--- config.mk ---
export PLATFORM = sky130hd
export DESIGN_NAME = lsu
export DESIGN_NICKNAME = d
export VERILOG_FILES = /design/src/rtl/lsu.sv
export SDC_FILE = /design/constraint.sdc
export NUM_CORES = 1
export LEC_CHECK = 0
export BUFFER_PORTS_ARGS = -buffer_cell sky130_fd_sc_hd__clkbuf_2
export CORE_UTILIZATION = 35
export CTS_CLUSTER_DIAMETER = 50
export DETAILED_ROUTE_END_ITERATION = 8
export SYNTH_ARGS = -nofsm -noshare
export SYNTH_HDL_FRONTEND = slang
export SYNTH_SLANG_ARGS = --single-unit
--- constraint.sdc ---
create_clock -name clk -period 2.2 [get_ports clk]
set_input_delay 0.44 -clock clk [delete_from_list [all_inputs] [get_ports clk]]
set_output_delay 0.44 -clock clk [all_outputs]
set_load 0.01 [all_outputs]
--- src/rtl/lsu.sv ---
// ============================================================================
// lsu : load/store unit with request/ready memory handshake and timeout
// Rev 1.0
// ============================================================================
`default_nettype none

module lsu #(
  parameter int WORD    = 32,
  parameter int TIMEOUT = 16
) (
  input  logic            clk,
  input  logic            reset,
  input  logic            memRead,
  input  logic            memWrite,
  input  logic [2:0]      funct3,
  input  logic [WORD-1:0] addr,
  input  logic [WORD-1:0] writeData,
  output logic [WORD-1:0] readData,
  output logic            stall,
  output logic            misaligned,
  output logic            busErr,
  output logic            mem_req,
  output logic            mem_we,
  output logic [WORD-1:0] mem_addr,
  output logic [WORD-1:0] mem_wdata,
  output logic [3:0]      mem_be,
  input  logic            mem_ready,
  input  logic [WORD-1:0] mem_rdata
);

  localparam logic [1:0] S_IDLE = 2'd0;
  localparam logic [1:0] S_BUSY = 2'd1;
  localparam logic [1:0] S_DONE = 2'd2;
  localparam int         CW     = $clog2(TIMEOUT + 1);

  logic [1:0]      state_q,  state_d;
  logic [CW-1:0]   cnt_q,    cnt_d;
  logic [WORD-1:0] addr_q,   addr_d;
  logic            we_q,     we_d;
  logic [WORD-1:0] wdata_q,  wdata_d;
  logic [3:0]      be_q,     be_d;
  logic [2:0]      f3_q,     f3_d;
  logic [1:0]      off_q,    off_d;
  logic [WORD-1:0] rdata_q,  rdata_d;
  logic            buserr_q, buserr_d;

  logic            idle, busy, access, legal, aligned, start;
  logic [7:0]      rd_byte;
  logic [15:0]     rd_half;
  logic [WORD-1:0] load_val;

  assign idle   = (state_q == S_IDLE);
  assign busy   = (state_q == S_BUSY);
  assign access = memRead | memWrite;

  // BU/HU only exist for loads; a store wins when both strobes are high
  always_comb begin
    legal   = 1'b0;
    aligned = 1'b1;
    case (funct3)
      3'b000, 3'b010: legal = 1'b1;
      3'b001:         legal = 1'b1;
      3'b100, 3'b101: legal = ~memWrite;
      default:        legal = 1'b0;
    endcase
    if (funct3[1:0] == 2'b01)      aligned = ~addr[0];
    else if (funct3 == 3'b010)     aligned = (addr[1:0] == 2'b00);
  end

  assign start = idle & access & legal & aligned;

  always_comb begin
    rd_byte = mem_rdata[{off_q, 3'b000} +: 8];
    rd_half = off_q[1] ? mem_rdata[31:16] : mem_rdata[15:0];
    case (f3_q)
      3'b000:  load_val = {{(WORD-8){rd_byte[7]}}, rd_byte};
      3'b001:  load_val = {{(WORD-16){rd_half[15]}}, rd_half};
      3'b100:  load_val = {{(WORD-8){1'b0}}, rd_byte};
      3'b101:  load_val = {{(WORD-16){1'b0}}, rd_half};
      default: load_val = mem_rdata;
    endcase
  end

  always_comb begin
    state_d  = state_q;
    cnt_d    = cnt_q;
    addr_d   = addr_q;
    we_d     = we_q;
    wdata_d  = wdata_q;
    be_d     = be_q;
    f3_d     = f3_q;
    off_d    = off_q;
    rdata_d  = rdata_q;
    buserr_d = buserr_q;
    case (state_q)
      S_IDLE: begin
        if (start) begin
          state_d  = S_BUSY;
          cnt_d    = '0;
          addr_d   = {addr[WORD-1:2], 2'b00};
          we_d     = memWrite;
          f3_d     = funct3;
          off_d    = addr[1:0];
          rdata_d  = '0;
          buserr_d = 1'b0;
          wdata_d  = '0;
          be_d     = 4'b0000;
          if (memWrite) begin
            case (funct3[1:0])
              2'b00: begin
                wdata_d = {(WORD/8){writeData[7:0]}};
                be_d    = 4'b0001 << addr[1:0];
              end
              2'b01: begin
                wdata_d = {(WORD/16){writeData[15:0]}};
                be_d    = addr[1] ? 4'b1100 : 4'b0011;
              end
              default: begin
                wdata_d = writeData;
                be_d    = 4'b1111;
              end
            endcase
          end
        end
      end
      S_BUSY: begin
        if (mem_ready) begin
          state_d = S_DONE;
          rdata_d = we_q ? '0 : load_val;
        end else if (cnt_q == CW'(TIMEOUT - 1)) begin
          state_d  = S_DONE;
          rdata_d  = '0;
          buserr_d = 1'b1;
        end else begin
          cnt_d = cnt_q + 1'b1;
        end
      end
      default: state_d = S_IDLE;
    endcase
  end

  always_ff @(posedge clk or negedge reset) begin
    if (!reset) begin
      state_q  <= S_IDLE;
      cnt_q    <= '0;
      addr_q   <= '0;
      we_q     <= 1'b0;
      wdata_q  <= '0;
      be_q     <= 4'b0000;
      f3_q     <= 3'b000;
      off_q    <= 2'b00;
      rdata_q  <= '0;
      buserr_q <= 1'b0;
    end else begin
      state_q  <= state_d;
      cnt_q    <= cnt_d;
      addr_q   <= addr_d;
      we_q     <= we_d;
      wdata_q  <= wdata_d;
      be_q     <= be_d;
      f3_q     <= f3_d;
      off_q    <= off_d;
      rdata_q  <= rdata_d;
      buserr_q <= buserr_d;
    end
  end

  // Outputs are gated by reset so an asserted reset silences the stall at once
  assign stall      = reset & (busy | start);
  assign misaligned = reset & idle & access & ~(legal & aligned);
  assign busErr     = (state_q == S_DONE) & buserr_q;
  assign readData   = (state_q == S_DONE) ? rdata_q : '0;
  assign mem_req    = busy;
  assign mem_we     = busy & we_q;
  assign mem_addr   = busy ? addr_q  : '0;
  assign mem_wdata  = busy ? wdata_q : '0;
  assign mem_be     = busy ? be_q    : 4'b0000;

endmodule

`default_nettype wire

==> impl_results.rst <==
.. list-table::
   :header-rows: 1

   * - Metric
     - Value
   * - Worst setup EP type
     - primary output
   * - Avg Synthesized Cell Area
     - 10.1 µm²
   * - Total length of routed wires
     - 16.2 mm
   * - Post-synth ARST share
     - 1.00
   * - Number of flops mapped to enable cells by yosys
     - 0
   * - Slew Limit Headroom
     - 0.370
   * - Minimum setup slack in the final design
     - 0.120 ns
   * - Number of buffers inserted by port buffering
     - 206
   * - Global placement routability congestion
     - 0.848
   * - Arrival time reported for the critical path endpoint
     - 1.64 ns
   * - Clock tree buffer depth
     - 2
   * - Final period utilization
     - 0.945
   * - Routed via count
     - 4952
   * - Htree depth
     - 3
   * - Synth Register Bits
     - 112
   * - CTS tree
     - built
   * - Starting Density
     - 0.364
   * - Cts hold-fix bufs
     - 0
   * - Drt first-iter violations
     - 231
   * - Category of the critical setup timing path
     - reg2out
   * - Antenna diode count
     - 0
   * - Worst-case clock skew
     - 0.00975 ns
   * - Chip Height
     - 131 µm
   * - Remaining global-route overflow
     - 0
   * - Largest cells by area after synthesis
     - dfrtp_1 48%, and2_1 11%, mux2_1 6.7%
   * - Number of vias per cell
     - 4.99
   * - Setup fix buffers added after clock tree synthesis
     - 0
   * - Largest net degree at the start of global routing
     - 70
   * - Type of origin of the critical path
     - flip-flop
   * - Result of the run
     - complete, no violations
   * - Number of rows created at floorplan
     - 46
   * - Largest vdd supply drop
     - 0.401 mV
   * - Top-area cell type share of the netlist area
     - 0.478
   * - Worst-skew pair later-pin latency
     - 0.34 ns
   * - Highest attainable clock frequency
     - 0.481 GHz
   * - Synthesis Warnings
     - 0
   * - Number of design rule violations left after detail routing
     - 0
   * - Layout area overhead
     - 27.2%
   * - Die Footprint
     - 17300 µm²
   * - Power per unit of standard cell area
     - 895 nW/µm²
   * - Count of filler cells inserted in the layout
     - 1573
   * - Final antenna-violating net count
     - 0
   * - Area of the mapped netlist
     - 5860 µm²
   * - Clock net sink count
     - 112
   * - Cell type with the highest aggregate area in the netlist
     - dfrtp_1
   * - Mean routed wirelength per cell
     - 16.4 µm
   * - First-pass GRT wire length
     - 26.0 mm
   * - Leakage power
     - 3.69 nW
   * - TritonRoute pass-1 iters
     - 4
   * - Setup TNS
     - 0 ns
   * - NumNets Final
     - 879
   * - Clock buffers created by TritonCTS
     - 9
   * - Cell at the root of the clock tree
     - clkbuf_16
   * - IO Count
     - 209
   * - Maximum fanout along the worst path
     - 35
   * - Fraction of the yosys area taken by sequential cells
     - 0.478
   * - Place WS
     - 0.106 ns
   * - Count of endpoints failing hold in the final timing report
     - 0
   * - Cells after synthesis
     - 582
   * - Final-report setup violation count
     - 0
   * - Core region area
     - 16100 µm²
   * - Die boundary width
     - 131 µm
   * - Initial antenna violation count
     - 0
   * - Worst-margin pin slew
     - 0.945 ns
   * - Max-cap viol count
     - 0
   * - Clock transition time at the flip-flop clock pins of the worst setup and hold paths
     - 0.07 ns
   * - Placed wire-length estimate
     - 11.9 mm
   * - Top cells by instance count after synthesis
     - 112 x dfrtp_1, 103 x and2_1, 83 x nand2_1, 35 x mux2_1, 31 x o21ai_0
   * - Number of pins exceeding their max-slew limit in the final report
     - 0
   * - Main flop type after synthesis
     - dfrtp_1
   * - Worst endpoint required time
     - 1.76 ns
   * - Final critical path time including I/O delays and setup
     - 2.08 ns
   * - GRT Total Usage
     - 0.189
   * - Type of the worst min-delay path
     - in2async
   * - Fraction of final layout cells with drive strength greater than 1
     - 0.353
   * - Number of global-route vias before repair
     - 4932
   * - Cell variety after synth
     - 43
   * - Most frequent cell after synthesis
     - dfrtp_1
   * - Unrepaired setup endpoints after global routing
     - false
[power by group]
group | internal, mW | switching [mW] | leakage [nW] | total (mW)
logic | 0.952 | 1.09 | 2.12 | 2.04
registers | 2.68 | 0.366 | 1.44 | 3.04
clock network | 0.868 | 0.722 | 0.134 | 1.59
total | 4.50 | 2.18 | 3.69 | 6.67
[worst max-delay path, stage by stage, from the launching register on]
cell and delay (ns):
dfrtp_1 0.41, nand2b_2 0.26, inv_4 0.11, buf_12 0.19
and2_1 0.17, clkbuf_2 0.13
[cells in the final DEF, fill, tap and decap left out, drive strengths merged, types with 2 or more instances in the layout]
| master | synthesis | layout |
|---|---|---|
| clkbuf | 30 | 216 |
| nand3 | 3 | 3 |
| ha | 2 | 2 |
| nand2 | 83 | 83 |
| a221oi | 2 | 2 |
| dfrtp | 112 | 112 |
| conb | 1 | 2 |
| a221o | 16 | 16 |
| o21a | 2 | 2 |
| a32o | 8 | 8 |
| and2 | 103 | 103 |
| inv | 5 | 5 |
| mux2 | 62 | 62 |
| xnor2 | 2 | 2 |
| a21oi | 11 | 11 |
| nor3b | 2 | 2 |
| a21boi | 2 | 2 |
| nand2b | 10 | 10 |
| nor2 | 14 | 14 |
| nor2b | 3 | 3 |
| o2bb2ai | 7 | 7 |
| mux2i | 8 | 8 |
| nand3b | 2 | 2 |
| o221ai | 8 | 8 |
| o21ai | 59 | 59 |
| buf | 15 | 18 |
| clkinv | 0 | 2 |
[routing by layer]
| layer | vias to the layer above | share of wire | GRT usage |
|---|---|---|---|
| li1 | 2388 | - | - |
| met1 | 2349 | 0.47 | 0.255 |
| met2 | 194 | 0.45 | 0.297 |
| met3 | 21 | 0.061 | 0.0409 |
| met4 | 0 | 0.014 | 0.0672 |
| met5 | - | 0 | 0 |
[stage by stage]
step | hold slack [ns] | util | cells | total power [mW] | instance area, µm²
after floorplan | 0.144 | - | 583 | 4.31 | 5870
after global placement | 0.460 | 0.444 | 977 | 5.03 | 7150
after detailed placement | 0.462 | 0.444 | 977 | 5.11 | 7150
after CTS | 0.154 | 0.461 | 991 | 6.73 | 7430
after global routing | 0.182 | 0.463 | 992 | 7.12 | 7460
final | 0.156 | 0.463 | 992 | 6.67 | 7460
[sequential cells by signal (all words and copies together), names as in the netlist]
register	cells
be_q	4
f3_q	3
buserr_q	1
rdata_q	32
cnt_q	5
addr_q	30
we_q	1
wdata_q	32
off_q	2
state_q	2
[worst paths after layout]
check	from	cells past startpoint	slack, ns	endpoint
min	reset	2	0.16	addr_q[14]
max	state_q[1]	5	0.12	mem_wdata[13]
max in group asynchronous	reset	2	1.39	wdata_q[29]
min in group clk	addr[16]	2	0.30	addr_q[16]
min reg2reg	rdata_q[7]	1	0.48	rdata_q[7]
max reg2reg	off_q[0]	4	0.18	rdata_q[17]
[cells by family (layout without fill, tap and decap cells)]
group	count (synthesis)	in the layout	share of synthesized area
flip-flops	112	112	0.478
AO/OA/AOI/OAI	119	119	0.144
AND/OR/NAND/NOR	226	226	0.202
other	1	2	0.000640
XOR/XNOR	2	2	0.00299
multiplexers	70	70	0.133
adder cells (fa/ha/maj)	2	2	0.00427
buffers and inverters	50	243	0.0350
[timing repair]
item                       CTS  global route
gates resized for setup      1             3
gates cloned                 0             1
setup endpoints to repair    3            67
pin swaps                    0             0
[cell type report]
cell class	count	area [µm²]	share of cell area
Clock buffer	10	229	0.0307
Tap cell	216	270	0.0362
Timing Repair Buffer	224	1210	0.162
Multi-Input combinational cell	421	2880	0.386
Clock inverter	4	47.5	0.00638
Sequential cell	112	2800	0.376
Inverter	5	21.3	0.00285
(Power assumes the default switching activity.)
